**config.mk**
```make
export PLATFORM = sky130hd
export DESIGN_NAME = mipsfpga_ahb_gpio_irq_flat
export DESIGN_NICKNAME = d
export VERILOG_FILES = /design/src/rtl/mipsfpga_ahb_gpio_irq_if.sv /design/src/rtl/mipsfpga_ahb_gpio_irq.sv /design/src/flat_wrapper.sv
export SDC_FILE = /design/constraint.sdc
export NUM_CORES = 1
export LEC_CHECK = 0
export CAP_MARGIN = 40
export CORE_AREA = 2 2 204 206
export DETAILED_ROUTE_END_ITERATION = 10
export DIE_AREA = 0 0 206 208
export MAX_ROUTING_LAYER = met4
export PLACE_DENSITY = 0.93
export RECOVER_POWER = 25
export SLEW_MARGIN = 10
export SYNTH_ARGS = -nofsm -noshare
export SYNTH_HDL_FRONTEND = slang
export SYNTH_SLANG_ARGS = --single-unit
```
**constraint.sdc**
```tcl
create_clock -name HCLK -period 6.3 [get_ports HCLK]
set_input_delay 0.63 -clock HCLK [delete_from_list [all_inputs] [get_ports HCLK]]
set_output_delay 0.63 -clock HCLK [all_outputs]
set_load 0.005 [all_outputs]
```
**src/rtl/mipsfpga_ahb_gpio_irq_if.sv**
```systemverilog
// Simplified single-cycle AHB-Lite slave bus used by the GPIO/IRQ block.
// The decoder (or bench) drives the master side; the GPIO block is the slave.
interface mipsfpga_ahb_gpio_irq_if;
    logic [3:0]  HADDR;
    logic [31:0] HWDATA;
    logic        HWRITE;
    logic        HSEL;
    logic [31:0] HRDATA;

    modport master (
        output HADDR,
        output HWDATA,
        output HWRITE,
        output HSEL,
        input  HRDATA
    );

    modport slave (
        input  HADDR,
        input  HWDATA,
        input  HWRITE,
        input  HSEL,
        output HRDATA
    );
endinterface

```
**src/rtl/mipsfpga_ahb_gpio_irq.sv**
```systemverilog
// GPIO slave with atomic set/clear/toggle outputs, synchronised and debounced
// inputs, and a sticky write-1-to-clear edge interrupt with a level irq output.
module mipsfpga_ahb_gpio_irq #(
    parameter int unsigned      WIDTH     = 16,
    parameter int unsigned      DB_W      = 16,
    parameter int unsigned      DB_RESET  = 50000,
    parameter logic [WIDTH-1:0] OUT_RESET = '0
) (
    input  logic                   HCLK,
    input  logic                   HRESETn,
    mipsfpga_ahb_gpio_irq_if.slave bus,
    input  logic [WIDTH-1:0]       gpio_in,
    output logic [WIDTH-1:0]       gpio_out,
    output logic                   irq
);

    // Register indices as seen on HADDR.
    typedef enum logic [3:0] {
        REG_OUT        = 4'd0,
        REG_OUT_SET    = 4'd1,
        REG_OUT_CLR    = 4'd2,
        REG_OUT_TGL    = 4'd3,
        REG_IN         = 4'd4,
        REG_RISE_EN    = 4'd5,
        REG_FALL_EN    = 4'd6,
        REG_IRQ_STATUS = 4'd7,
        REG_DEBOUNCE   = 4'd8
    } reg_idx_e;

    // ------------------------------------------------------------------
    // Bus decode
    // ------------------------------------------------------------------
    logic             wr_en;
    logic [WIDTH-1:0] wdata;
    logic [WIDTH-1:0] w1c;

    assign wr_en = bus.HSEL & bus.HWRITE;
    assign wdata = bus.HWDATA[WIDTH-1:0];
    assign w1c   = (wr_en && bus.HADDR == REG_IRQ_STATUS) ? wdata : '0;

    // Write-data bits at WIDTH and above carry no meaning for this block.
    logic unused_hwdata;
    assign unused_hwdata = ^bus.HWDATA;

    // ------------------------------------------------------------------
    // Architectural registers
    // ------------------------------------------------------------------
    logic [WIDTH-1:0] out_q;
    logic [WIDTH-1:0] rise_en;
    logic [WIDTH-1:0] fall_en;
    logic [WIDTH-1:0] irq_status;
    logic [DB_W-1:0]  db_n;

    // Output port: plain write plus atomic set/clear/toggle, visible on the write edge.
    // NOTE: every clocked register uses <= so all flops sample pre-edge values
    //       together; a blocking = here would let later statements see new state.
    always_ff @(posedge HCLK or negedge HRESETn) begin
        if (!HRESETn) begin
            out_q <= OUT_RESET;
        end else if (wr_en) begin
            case (bus.HADDR)
                REG_OUT:     out_q <= wdata;
                REG_OUT_SET: out_q <= out_q | wdata;
                REG_OUT_CLR: out_q <= out_q & ~wdata;
                REG_OUT_TGL: out_q <= out_q ^ wdata;
                default:     ;
            endcase
        end
    end

    assign gpio_out = out_q;

    // Edge enables and debounce length; a new length applies from the next edge.
    always_ff @(posedge HCLK or negedge HRESETn) begin
        if (!HRESETn) begin
            rise_en <= '0;
            fall_en <= '0;
            db_n    <= DB_W'(DB_RESET);
        end else if (wr_en) begin
            case (bus.HADDR)
                REG_RISE_EN:  rise_en <= wdata;
                REG_FALL_EN:  fall_en <= wdata;
                REG_DEBOUNCE: db_n    <= bus.HWDATA[DB_W-1:0];
                default:      ;
            endcase
        end
    end

    // ------------------------------------------------------------------
    // Input path: two-flop synchroniser, per-bit debounce, edge history
    // ------------------------------------------------------------------
    logic [WIDTH-1:0] sync1;
    logic [WIDTH-1:0] sync2;
    logic [WIDTH-1:0] stable;
    logic [WIDTH-1:0] stable_d;
    logic [DB_W-1:0]  cnt [WIDTH];
    logic             db_short;
    logic [DB_W-1:0]  db_lim;

    // N of 0 or 1 both mean "accept after one differing sample"; db_lim is
    // only consulted when N >= 2, so the subtraction never wraps.
    assign db_short = (db_n <= DB_W'(1));
    assign db_lim   = db_n - DB_W'(1);

    // Synchronise, then promote s2 into stable once it has differed for N samples.
    // NOTE: the counter array is reset with everything else so a reset in the
    //       middle of a debounce window leaves no partial count behind.
    always_ff @(posedge HCLK or negedge HRESETn) begin
        if (!HRESETn) begin
            sync1    <= '0;
            sync2    <= '0;
            stable   <= '0;
            stable_d <= '0;
            for (int i = 0; i < WIDTH; i++) begin
                cnt[i] <= '0;
            end
        end else begin
            sync1    <= gpio_in;
            sync2    <= sync1;
            stable_d <= stable;
            for (int i = 0; i < WIDTH; i++) begin
                if (sync2[i] == stable[i]) begin
                    cnt[i] <= '0;
                end else if (db_short || cnt[i] >= db_lim) begin
                    // >= rather than == so shrinking N mid-count still releases the bit.
                    stable[i] <= sync2[i];
                    cnt[i]    <= '0;
                end else begin
                    cnt[i] <= cnt[i] + DB_W'(1);
                end
            end
        end
    end

    // ------------------------------------------------------------------
    // Edge detection and sticky interrupt status
    // ------------------------------------------------------------------
    logic [WIDTH-1:0] rise;
    logic [WIDTH-1:0] fall;

    assign rise = stable & ~stable_d;
    assign fall = ~stable & stable_d;

    // Enabled edges set status; W1C clears, but a same-edge set wins.
    always_ff @(posedge HCLK or negedge HRESETn) begin
        if (!HRESETn) begin
            irq_status <= '0;
        end else begin
            irq_status <= (irq_status & ~w1c) | (rise & rise_en) | (fall & fall_en);
        end
    end

    assign irq = |irq_status;

    // ------------------------------------------------------------------
    // Read mux: combinational from HADDR, shows pre-edge register state
    // ------------------------------------------------------------------
    logic [31:0] rdata;

    // Zero-extended read of the addressed register; write-only and unused indices read 0.
    // NOTE: rdata gets a default before the case so no path leaves it
    //       unassigned, which would otherwise infer a latch.
    always_comb begin
        rdata = '0;
        case (bus.HADDR)
            REG_OUT:        rdata[WIDTH-1:0] = out_q;
            REG_IN:         rdata[WIDTH-1:0] = stable;
            REG_RISE_EN:    rdata[WIDTH-1:0] = rise_en;
            REG_FALL_EN:    rdata[WIDTH-1:0] = fall_en;
            REG_IRQ_STATUS: rdata[WIDTH-1:0] = irq_status;
            REG_DEBOUNCE:   rdata[DB_W-1:0]  = db_n;
            default:        ;
        endcase
    end

    assign bus.HRDATA = rdata;

endmodule
```
**src/flat_wrapper.sv**
```systemverilog
// flat-port wrapper written by rule: the top's interface ports become plain ports
module mipsfpga_ahb_gpio_irq_flat 
#(
    parameter int unsigned      WIDTH     = 16,
    parameter int unsigned      DB_W      = 16,
    parameter int unsigned      DB_RESET  = 50000,
    parameter logic [WIDTH-1:0] OUT_RESET = '0
)
  (HCLK, HRESETn, gpio_in, gpio_out, irq, bus_HADDR, bus_HWDATA, bus_HWRITE, bus_HSEL, bus_HRDATA);
  mipsfpga_ahb_gpio_irq_if bus_i ();
  input  logic HCLK;
  input  logic HRESETn;
  input  logic [WIDTH-1:0] gpio_in;
  output logic [WIDTH-1:0] gpio_out;
  output logic irq;
  input wire logic [$bits(bus_i.HADDR)-1:0] bus_HADDR;
  input wire logic [$bits(bus_i.HWDATA)-1:0] bus_HWDATA;
  input wire logic [$bits(bus_i.HWRITE)-1:0] bus_HWRITE;
  input wire logic [$bits(bus_i.HSEL)-1:0] bus_HSEL;
  output wire logic [$bits(bus_i.HRDATA)-1:0] bus_HRDATA;
  assign bus_i.HADDR = bus_HADDR;
  assign bus_i.HWDATA = bus_HWDATA;
  assign bus_i.HWRITE = bus_HWRITE;
  assign bus_i.HSEL = bus_HSEL;
  assign bus_HRDATA = bus_i.HRDATA;
  mipsfpga_ahb_gpio_irq #(.WIDTH(WIDTH), .DB_W(DB_W), .DB_RESET(DB_RESET), .OUT_RESET(OUT_RESET)) u_core (.HCLK(HCLK), .HRESETn(HRESETn), .bus(bus_i), .gpio_in(gpio_in), .gpio_out(gpio_out), .irq(irq));
endmodule
```
==> flow_summary.ini <==
[status]
status = complete, but fails checks
violations = capacitance limit, slew limit

[clock_network]
cts_tree = yes
cts_made_buffers = 43
post_cts_buffers = 0
clock-root-buffer = clkbuf_16
htree_levels = 2
cts.path.max_buffers = 3
clk_latency_ps = 570
cts.repair.resized = 0
clkTransAtPathRegs_ps = 70
hold_buffers = 0
numClockSinks = 400

[grt]
grtUsageTotal_pct = 32.8
grt_pass1_wl_mm = 109
overflow = 0
grt_max_degree = 150
first_global_vias = 21399
antenna_found_initial = 0

[worst_setup_path]
worst-r2r-setup-slack_ps = 1050
timing.rr.start = u_core.db_n[1]$_DFFE_PN0P_
crit_fanout = 17
crit_type = flop to flop
crit_required_ps = 6760
crit_arrival_ps = 5700
reg2reg_depth = 15
reg2reg_to = u_core.stable[15]$_DFFE_PN0P_
startpoint_type = flop
cp-end-kind = flop

[synth]
ys_seq_area_share_pct = 40.1
synthSimpleGateAreaFrac_pct = 18.2
synthArstFlopShare_pct = 100
synth_area_um2 = 25000
synth_area_per_cell_um2 = 10.1
synthMuxAreaShare_pct = 4.25
synthDominantCellAreaShare_pct = 39.4
synth_compound_area_share_pct = 10.1
synth_xor_xnor_area_share_pct = 10.1
synth_top_family_by_area = simple AND/OR/NAND/NOR gates
synth_edf_count = 0
yosysUniqueCellTypes = 65
syn_inst = 2472
synthAdderAreaFrac_pct = 13.7
ys_seq_elements = 400
ys.flop_type = dfrtp_1
synth_area_leader_cell = dfrtp_1
ys_warn_count = 0
yosys-top-cells-area = dfrtp_1, ha_1, xor2_1, nor2_1, xnor2_1

[min_path]
hp-class = flop to flop
whs_endpoint = u_core.sync2[9]$_DFF_PN0_
holdPathStages = 0
worstHoldStart = u_core.sync1[9]$_DFF_PN0_

[floorplan]
start_util_pct = 61.6
floorplan.die_area_um2 = 42800
io_pins = 105
die_y_um = 208
die_width_um = 206
core_um2 = 40600
rows = 74

[power_and_ir_drop]
p_leak_nw = 12.7
vdd_ir_drop_max_uv = 212
power_density_nw_per_um2 = 320

[cells_and_area]
nNetsFinal = 2875
final_layout_size_suffix_gt1_share_pct = 10.8
layout_commonest_cell = dfrtp_1
diodes = 0
stdcell_count = 3111
layout_common_cells = dfrtp_1, nor2_1, ha_1
synthToLayoutAreaGrowth_pct = 12.2

[routing]
routed_wl_mm = 67.3
vias = 20469
drtIter0Drc = 2196
avgRoutedWirePerCell_um = 21.6
drtAntennaViolNets = 0
firstDrtPassIters = 8
vias_per_cell = 6.58
drc = 0

[flow_run]
maxCapViolations = 1

[timing]
finalSetupViolCount = 0
max_slew_margin_pct = -236
rsz0062_at_grt = no
fin_skew_ps = 15.2
hold_viol_final = 0
fin_setup_tns_ps = 0
finalCritPeriodShare_pct = 83.3
fin_crit_ps = 5250
max_freq_mhz = 191
setup_ws_ps = 1050
maxSlewViolCount = 111
tightestPinTransition_ps = 5040

[place]
gp_congestion = 0.895
dp_hpwl_mm = 42.2
io_buffer_count = 72
dp_cells = 3032
dp_slack_ps = 1350
worst max-delay path: stages, from the launching register on:
cell	delay (ps)
dfrtp_1	460
inv_1	140
ha_1	250
or3b_1	490
nor3_2	560
nand2_1	220
nor3_1	290
xnor2_2	140
buf_4	370
ha_1	340
a21oi_1	180
nand2_1	100
a221oi_1	430
nand4_1	150
o31a_1	610
mux2_4	410
how the worst max path moves through the flow:
stage	to	startpoint	cells after the start	slack, ps
CTS	u_core.stable[15]$_DFFE_PN0P_	u_core.db_n[1]$_DFFE_PN0P_	15	1190
finish	u_core.stable[15]$_DFFE_PN0P_	u_core.db_n[1]$_DFFE_PN0P_	15	1050
global route	u_core.sync1[0]$_DFF_PN0_	HRESETn	1	540
detailed placement	u_core.stable[15]$_DFFE_PN0P_	u_core.db_n[1]$_DFFE_PN0P_	15	1350
floorplan	u_core.stable[15]$_DFFE_PN0P_	u_core.db_n[0]$_DFFE_PN0P_	14	1780
global placement	u_core.stable[15]$_DFFE_PN0P_	u_core.db_n[0]$_DFFE_PN0P_	15	1480
cell usage after synthesis (30+ instances only):
| library cell | instances |
|---|---|
| o21ai_0 | 31 |
| o211ai_1 | 40 |
| nor3_1 | 40 |
| a21oi_1 | 51 |
| nand3_1 | 112 |
| nand2_1 | 161 |
| mux2_2 | 57 |
| inv_1 | 96 |
| a22oi_1 | 52 |
| nor2_1 | 309 |
| and3_1 | 30 |
| nor4_1 | 31 |
| xnor2_1 | 120 |
| clkbuf_1 | 45 |
| ha_1 | 274 |
| dfrtp_1 | 394 |
| xor2_1 | 140 |
| nand4_1 | 102 |
kinds of logic after synthesis:
kind of cell	count (synthesis)
AND/OR/NAND/NOR	917
buffers and inverters	194
AO/OA/AOI/OAI	337
flip-flops	400
XOR/XNOR	271
adder cells (fa/ha/maj)	274
other	1
multiplexers	78
sequential cells by signal (all words and copies together), names as in the netlist:
register / cells
u_core.db_n: 16
u_core.fall_en: 16
u_core.stable: 16
u_core.sync2: 16
u_core.sync1: 16
u_core.rise_en: 16
u_core.irq_status: 16
u_core.stable_d: 16
u_core.gpio_out: 16
u_core.cnt: 256
routing by layer:
layer  vias up  part of all wire (%)  global-route usage [%]
li1       9018                     -                       -
met1      9923                    38                    39.5
met2      1159                    46                    50.0
met3       369                   9.8                    7.14
met4         0                   6.4                    20.8
met5         -                     0                       -
final cells by class:
cell class,count,area (µm²)
Multi-Input combinational cell,1893,14300
Clock inverter,24,435
Sequential cell,400,10000
Tap cell,532,666
Inverter,96,360
Clock buffer,55,1220
Fill cell,2554,12500
Timing Repair Buffer,111,1050
where the power goes:
group	internal [W]	total (W)	switching, W
Combinational	0.00103	0.00263	0.00160
Sequential	0.00290	0.00338	0.000478
Clock	0.00187	0.00297	0.00110
per-stage QoR:
stage / power (W) / cell area (µm²) / util [%] / hold slack, ps
after floorplan: 0.00495 / 25100 / - / 331
after global placement: 0.00566 / 26300 / 64.9 / 333
final: 0.00898 / 28000 / 69.2 / 349
after global routing: 0.00938 / 28000 / 69.2 / 357
after CTS: 0.00892 / 28100 / 69.2 / 167
after detailed placement: 0.00589 / 26400 / 65.1 / 336
(Power assumes the default switching activity.)
